==> src/rtl/brent_kung_adder_pipe.sv <==
// Pipelined Brent-Kung prefix adder/subtractor with valid/ready flow control.
// Prefix levels are split into STAGES register slices; the last slice always registers the outputs.
module brent_kung_adder_pipe #(
  parameter int WIDTH  = 64,
  parameter int STAGES = 3
) (
  input  logic             clk_i,
  input  logic             rst_ni,
  input  logic             valid_i,
  output logic             ready_o,
  input  logic [WIDTH-1:0] op1_i,
  input  logic [WIDTH-1:0] op2_i,
  input  logic             carry_i,
  input  logic             sub_i,
  output logic             valid_o,
  input  logic             ready_i,
  output logic [WIDTH-1:0] sum_o,
  output logic             carry_o,
  output logic             overflow_o
);

  localparam int LOG  = $clog2(WIDTH);
  localparam int LVLS = 2 * LOG - 1;

  // Tree level after which inter-stage register b (1..STAGES-1) sits.
  function automatic int bpos(input int b);
    return (b * LVLS) / STAGES;
  endfunction

  // Register index sitting after tree level lvl, or 0 when that boundary is combinational.
  function automatic int reg_idx(input int lvl);
    int r;
    r = 0;
    for (int b = 1; b < STAGES; b++) begin
      if (bpos(b) == lvl) r = b;
    end
    return r;
  endfunction

  if ((WIDTH < 8) || (WIDTH > 128) || ((WIDTH & (WIDTH - 1)) != 0)) begin : g_bad_width
    $error("brent_kung_adder_pipe: WIDTH must be a power of two in 8..128");
  end
  if ((STAGES < 1) || (STAGES > LVLS)) begin : g_bad_stages
    $error("brent_kung_adder_pipe: STAGES must be in 1..2*log2(WIDTH)-1");
  end

  // Handshake: an input is accepted when valid_i & ready_o, a result leaves when
  // valid_o & ready_i. The whole pipe shifts together on w_adv and freezes otherwise,
  // so ready_o is a combinational function of ready_i and the output valid bit.
  logic w_adv;
  assign w_adv   = ~valid_o | ready_i;
  assign ready_o = w_adv;

  logic [WIDTH-1:0] w_b;
  logic [WIDTH-1:0] w_p0;
  logic [WIDTH-1:0] w_g0;
  logic             w_cin;

  assign w_b   = sub_i ? ~op2_i : op2_i;
  assign w_cin = sub_i | carry_i;
  assign w_p0  = op1_i ^ w_b;
  // Carry-in folded into bit 0 generate so the tree yields full carries directly.
  assign w_g0  = (op1_i & w_b) | {{(WIDTH-1){1'b0}}, w_p0[0] & w_cin};

  for (genvar l = 1; l <= LVLS; l++) begin : g_lvl
    localparam int RI   = reg_idx(l - 1);
    localparam bit UP   = (l <= LOG);
    localparam int K    = UP ? l : (2 * LOG - l);
    localparam int HALF = 1 << (K - 1);

    logic [WIDTH-1:0] in_pp;
    logic [WIDTH-1:0] in_gg;
    logic [WIDTH-1:0] in_hp;
    logic             in_ci;
    logic [WIDTH-1:0] out_pp;
    logic [WIDTH-1:0] out_gg;
    logic [WIDTH-1:0] out_hp;
    logic             out_ci;

    if (RI != 0) begin : g_from_reg
      assign in_pp = g_reg[RI].r_pp;
      assign in_gg = g_reg[RI].r_gg;
      assign in_hp = g_reg[RI].r_hp;
      assign in_ci = g_reg[RI].r_ci;
    end else if (l == 1) begin : g_from_pre
      assign in_pp = w_p0;
      assign in_gg = w_g0;
      assign in_hp = w_p0;
      assign in_ci = w_cin;
    end else begin : g_from_prev
      assign in_pp = g_lvl[l-1].out_pp;
      assign in_gg = g_lvl[l-1].out_gg;
      assign in_hp = g_lvl[l-1].out_hp;
      assign in_ci = g_lvl[l-1].out_ci;
    end

    // Up-sweep builds power-of-two groups; down-sweep fills the remaining prefixes.
    for (genvar i = 0; i < WIDTH; i++) begin : g_bit
      localparam bit NODE = UP ? (((i + 1) % (2 * HALF)) == 0)
                               : ((((i + 1) % (2 * HALF)) == HALF) && (i >= 2 * HALF));
      if (NODE) begin : g_node
        assign out_gg[i] = in_gg[i] | (in_pp[i] & in_gg[i-HALF]);
        assign out_pp[i] = in_pp[i] & in_pp[i-HALF];
      end else begin : g_pass
        assign out_gg[i] = in_gg[i];
        assign out_pp[i] = in_pp[i];
      end
    end

    assign out_hp = in_hp;
    assign out_ci = in_ci;
  end

  for (genvar b = 1; b < STAGES; b++) begin : g_reg
    localparam int P = bpos(b);

    logic [WIDTH-1:0] r_pp;
    logic [WIDTH-1:0] r_gg;
    logic [WIDTH-1:0] r_hp;
    logic             r_ci;
    logic             r_vld;
    logic             w_vld_in;

    if (b == 1) begin : g_vld_first
      assign w_vld_in = valid_i;
    end else begin : g_vld_chain
      assign w_vld_in = g_reg[b-1].r_vld;
    end

    always_ff @(posedge clk_i or negedge rst_ni) begin
      if (!rst_ni) begin
        r_pp  <= '0;
        r_gg  <= '0;
        r_hp  <= '0;
        r_ci  <= 1'b0;
        r_vld <= 1'b0;
      end else if (w_adv) begin
        r_pp  <= g_lvl[P].out_pp;
        r_gg  <= g_lvl[P].out_gg;
        r_hp  <= g_lvl[P].out_hp;
        r_ci  <= g_lvl[P].out_ci;
        r_vld <= w_vld_in;
      end
    end
  end

  logic w_last_vld;
  if (STAGES == 1) begin : g_out_direct
    assign w_last_vld = valid_i;
  end else begin : g_out_piped
    assign w_last_vld = g_reg[STAGES-1].r_vld;
  end

  logic [WIDTH-1:0] w_fg;
  logic [WIDTH-1:0] w_c;
  logic [WIDTH-1:0] w_sum;

  assign w_fg  = g_lvl[LVLS].out_gg;
  assign w_c   = {w_fg[WIDTH-2:0], g_lvl[LVLS].out_ci};
  assign w_sum = g_lvl[LVLS].out_hp ^ w_c;

  always_ff @(posedge clk_i or negedge rst_ni) begin
    if (!rst_ni) begin
      valid_o    <= 1'b0;
      sum_o      <= '0;
      carry_o    <= 1'b0;
      overflow_o <= 1'b0;
    end else if (w_adv) begin
      valid_o    <= w_last_vld;
      sum_o      <= w_sum;
      carry_o    <= w_fg[WIDTH-1];
      // Signed overflow: carry into the MSB differs from carry out of it.
      overflow_o <= w_fg[WIDTH-1] ^ w_fg[WIDTH-2];
    end
  end

endmodule
==> config.mk <==
export PLATFORM = sky130hd
export DESIGN_NAME = brent_kung_adder_pipe
export DESIGN_NICKNAME = d
export VERILOG_FILES = /design/src/rtl/brent_kung_adder_pipe.sv
export SDC_FILE = /design/constraint.sdc
export NUM_CORES = 1
export LEC_CHECK = 0
export CAP_MARGIN = 20
export CORE_UTILIZATION = 30
export DETAILED_ROUTE_END_ITERATION = 8
export PLACE_DENSITY_LB_ADDON = 0.1
export RECOVER_POWER = 100
export SETUP_SLACK_MARGIN = 0.5
export SKIP_CTS_REPAIR_TIMING = 1
export SLEW_MARGIN = 25
export SYNTH_ARGS = -nofsm -noshare
export SYNTH_HDL_FRONTEND = slang
export SYNTH_SLANG_ARGS = --single-unit
==> constraint.sdc <==
create_clock -name clk_i -period 1.5 [get_ports clk_i]
set_input_delay 0.15 -clock clk_i [delete_from_list [all_inputs] [get_ports clk_i]]
set_output_delay 0.15 -clock clk_i [all_outputs]
set_load 0.03 [all_outputs]
==> flow_metrics.env <==
export IMPL_rsz0062_at_grt="true"
export IMPL_grt_pass1_vias=13400
export IMPL_port_buffers=201
export IMPL_final_hold_viol_count=0
export IMPL_final_cells=3048
export IMPL_violations="setup timing"
export IMPL_place_area_um2=21100
export IMPL_dp_cells=2907
export IMPL_finalSetupViolations=99
export IMPL_wl_per_cell_um=14.3
export IMPL_numCtsBuffers=47
export IMPL_hold_path_startpoint="valid_i"
export IMPL_h_tree_depth=2
export IMPL_drcViolationCount=0
export IMPL_dr_pass1_iters=4
export IMPL_vias=13200
export IMPL_dp_hpwl_um=29400
export IMPL_clk_pin_slew_ns=0.06
export IMPL_grt_usage=0.150
export IMPL_hold_ws_ns=0.164
export IMPL_synthCells=1888
export IMPL_slew_headroom=0.163
export IMPL_grt_pass1_wl_um=69500
export IMPL_power_mw=43.1
export IMPL_fp_dieW_um=241
export IMPL_cts_sinks=381
export IMPL_synth_fp_nets=2117
export IMPL_final_antenna_net_count=0
export IMPL_ys_seq_area_frac=0.556
export IMPL_synth_top_cell_area_share=0.556
export IMPL_die_h_um=241
export IMPL_overflow=0
export IMPL_hold_class="in -> reg"
export IMPL_crit_start="valid_o"
export IMPL_cts_tree="yes"
export IMPL_worst_ep_arrival_time_ns=1.60
export IMPL_min_period_over_period=1.17
export IMPL_core_area_um2=56400
export IMPL_gp_congestion=0.740
export IMPL_status="finished, violations left"
export IMPL_io_pins=202
export IMPL_die_area_um2=58100
export IMPL_cp_max_fo=6
export IMPL_drt_first_iter_violations=499
export IMPL_max_clock_path_buffers=3
export IMPL_yosysTopAreaCell="dfrtp_1"
export IMPL_p_leak_nw=12.0
export IMPL_grt_max_degree=59
export IMPL_clock_latency_ns=0.57
export IMPL_cts_root_buf="clkbuf_16"
export IMPL_synth_cell_area_um2=17100
export IMPL_layout_setup_ws_ns=-0.250
export IMPL_synthTopCellsByArea="dfrtp_1 (56%), nand2_1 (20%), ha_1 (6.9%), xor2_1 (4.9%), o21ai_0 (2.0%)"
export IMPL_ys_types=28
export IMPL_period_minus_slack_ns=1.75
export IMPL_clock_skew_ns=0.0140
export IMPL_layout_drive_gt1_share=0.186
export IMPL_cap_viol_max_count=0
export IMPL_p_per_area_nw_per_um2=1820
export IMPL_ys_ff_latch=381
export IMPL_start_util=0.304
export IMPL_drv_slew=0
export IMPL_avgSynthCellArea_um2=9.08
export IMPL_rr_startpoint="g_lvl[8].in_gg[15]"
export IMPL_grt_antenna_before_repair=1
export IMPL_area_growth_pct=37.9
export IMPL_crit_path_start_kind="flip-flop"
export IMPL_num_rows=87
export IMPL_max_freq_mhz=572
export IMPL_critical_path_class="reg -> out"
export IMPL_fin_nets=2484
export IMPL_ir_drop_mv=0.821
export IMPL_yosys_warnings=0
export IMPL_final_area_um2=23600
export IMPL_tightest_slew_ns=1.25
export IMPL_viasPerCell=4.33
export IMPL_routed_wl_um=43600
export IMPL_critPathRequiredTime_ns=1.35
export IMPL_cp_end_kind="primary output"
==> final timing paths <==
check                                     endpoint  slack (ns)  depth (start not counted)
min in group asynchronous                sum_o[53]        0.41                          2
worst max-delay path                       ready_o       -0.25                          5
worst max register to register           sum_o[31]       -0.16                          7
max in group asynchronous       g_lvl[4].in_gg[52]        0.02                          3
worst min register to register  g_lvl[8].in_gg[18]        0.46                          2
worst min-delay path                g_reg[1].r_vld        0.16                          3
==> cell usage in the layout, fill, tap and decap left out, types with 2 or more instances in the layout <==
cell type,netlist,final
a211o_1,2,2
a21o_1,26,26
a21oi_1,62,48
a21oi_2,0,14
a31oi_1,2,2
buf_12,0,19
buf_16,0,4
buf_4,31,157
buf_6,3,81
buf_8,0,4
clkbuf_1,7,11
clkbuf_16,0,57
clkbuf_2,0,3
clkbuf_8,0,11
clkdlybuf4s50_1,0,131
clkinv_2,0,11
dfrtp_1,381,379
dfrtp_2,0,2
ha_1,95,79
ha_2,0,6
ha_4,0,10
nand2_1,936,924
nand2_2,0,12
nand3_1,7,7
nand4_1,7,7
nor2_1,90,71
nor2_2,0,9
nor2_4,0,10
nor3_1,2,2
o211ai_1,2,2
o21ai_0,70,20
o21ai_1,0,50
o41ai_2,7,7
xnor2_1,2,2
xor2_1,96,95
==> cell usage after synthesis <==
| cell | number |
|---|---|
| a2111oi_0 | 1 |
| a211o_1 | 2 |
| a211oi_1 | 2 |
| a21o_1 | 26 |
| a21oi_1 | 62 |
| a31oi_1 | 2 |
| buf_2 | 51 |
| buf_4 | 31 |
| buf_6 | 3 |
| clkbuf_1 | 7 |
| dfrtp_1 | 381 |
| ha_1 | 95 |
| inv_1 | 1 |
| inv_2 | 1 |
| nand2_1 | 936 |
| nand2b_1 | 1 |
| nand3_1 | 7 |
| nand4_1 | 7 |
| nor2_1 | 90 |
| nor2b_4 | 1 |
| nor3_1 | 2 |
| nor4_1 | 1 |
| o211ai_1 | 2 |
| o21ai_0 | 70 |
| o41ai_2 | 7 |
| or2_2 | 1 |
| xnor2_1 | 2 |
| xor2_1 | 96 |
==> power breakdown <==
part	leakage, nW	switching [mW]	internal [mW]
sequential	4.72	2.34	13.8
clock	0.757	4.40	6.67
combinational	6.55	8.43	7.47
total	12.0	15.2	28.0
==> layer usage <==
| metal | up-vias | global-route usage | share of wire |
|---|---|---|---|
| met1 | 6215 | 0.198 | 0.47 |
| li1 | 6727 | - | - |
| met2 | 184 | 0.248 | 0.47 |
| met4 | 0 | 0.0455 | 0.024 |
| met3 | 67 | 0.0289 | 0.038 |
| met5 | - | 0 | 0 |
==> flip-flops by register name (all words and copies together) (netlist names) <==
register,flops
carry_o,1
valid_o,1
g_lvl.in_pp,54
g_lvl.in_hp,128
g.r_vld,2
overflow_o,1
sum_o,64
g_lvl.in_gg,128
g_lvl.in_ci,2
==> critical path, cell delays in order, from the launching register on <==
cell and delay [ns]:
dfrtp_2 0.35, nor2b_4 0.21, buf_12 0.16, clkinv_16 0.06, buf_16 0.13, buf_8 0.13
==> cells by family after synthesis <==
kind of cell,after synthesis,share of synthesized area
XOR/XNOR,98,0.0501
AND/OR/NAND/NOR,1046,0.232
flip-flops,381,0.556
buffers and inverters,94,0.0324
AO/OA/AOI/OAI,174,0.0606
adder cells (fa/ha/maj),95,0.0693
==> cell type report <==
cell class | count | area, µm²
timing repair buffer | 410 | 4200
inverter | 2 | 33.8
tap | 756 | 946
clock inverter | 14 | 101
antenna | 1 | 2.50
sequential | 381 | 9540
clock buffer | 71 | 1420
fill | 5761 | 32700
multi-input combinational | 1413 | 7410
==> through the flow <==
stage / utilization / worst slack, ns / TNS (ns)
floorplan: - / -0.0865 / -0.601
global placement: 0.374 / -0.373 / -69.44
detailed placement: 0.374 / -0.379 / -55.20
CTS: 0.401 / -0.545 / -21.42
global route: 0.419 / -0.320 / -33.74
finish: 0.419 / -0.250 / -3.16
No activity file was read; power rests on OpenSTA's default activity.
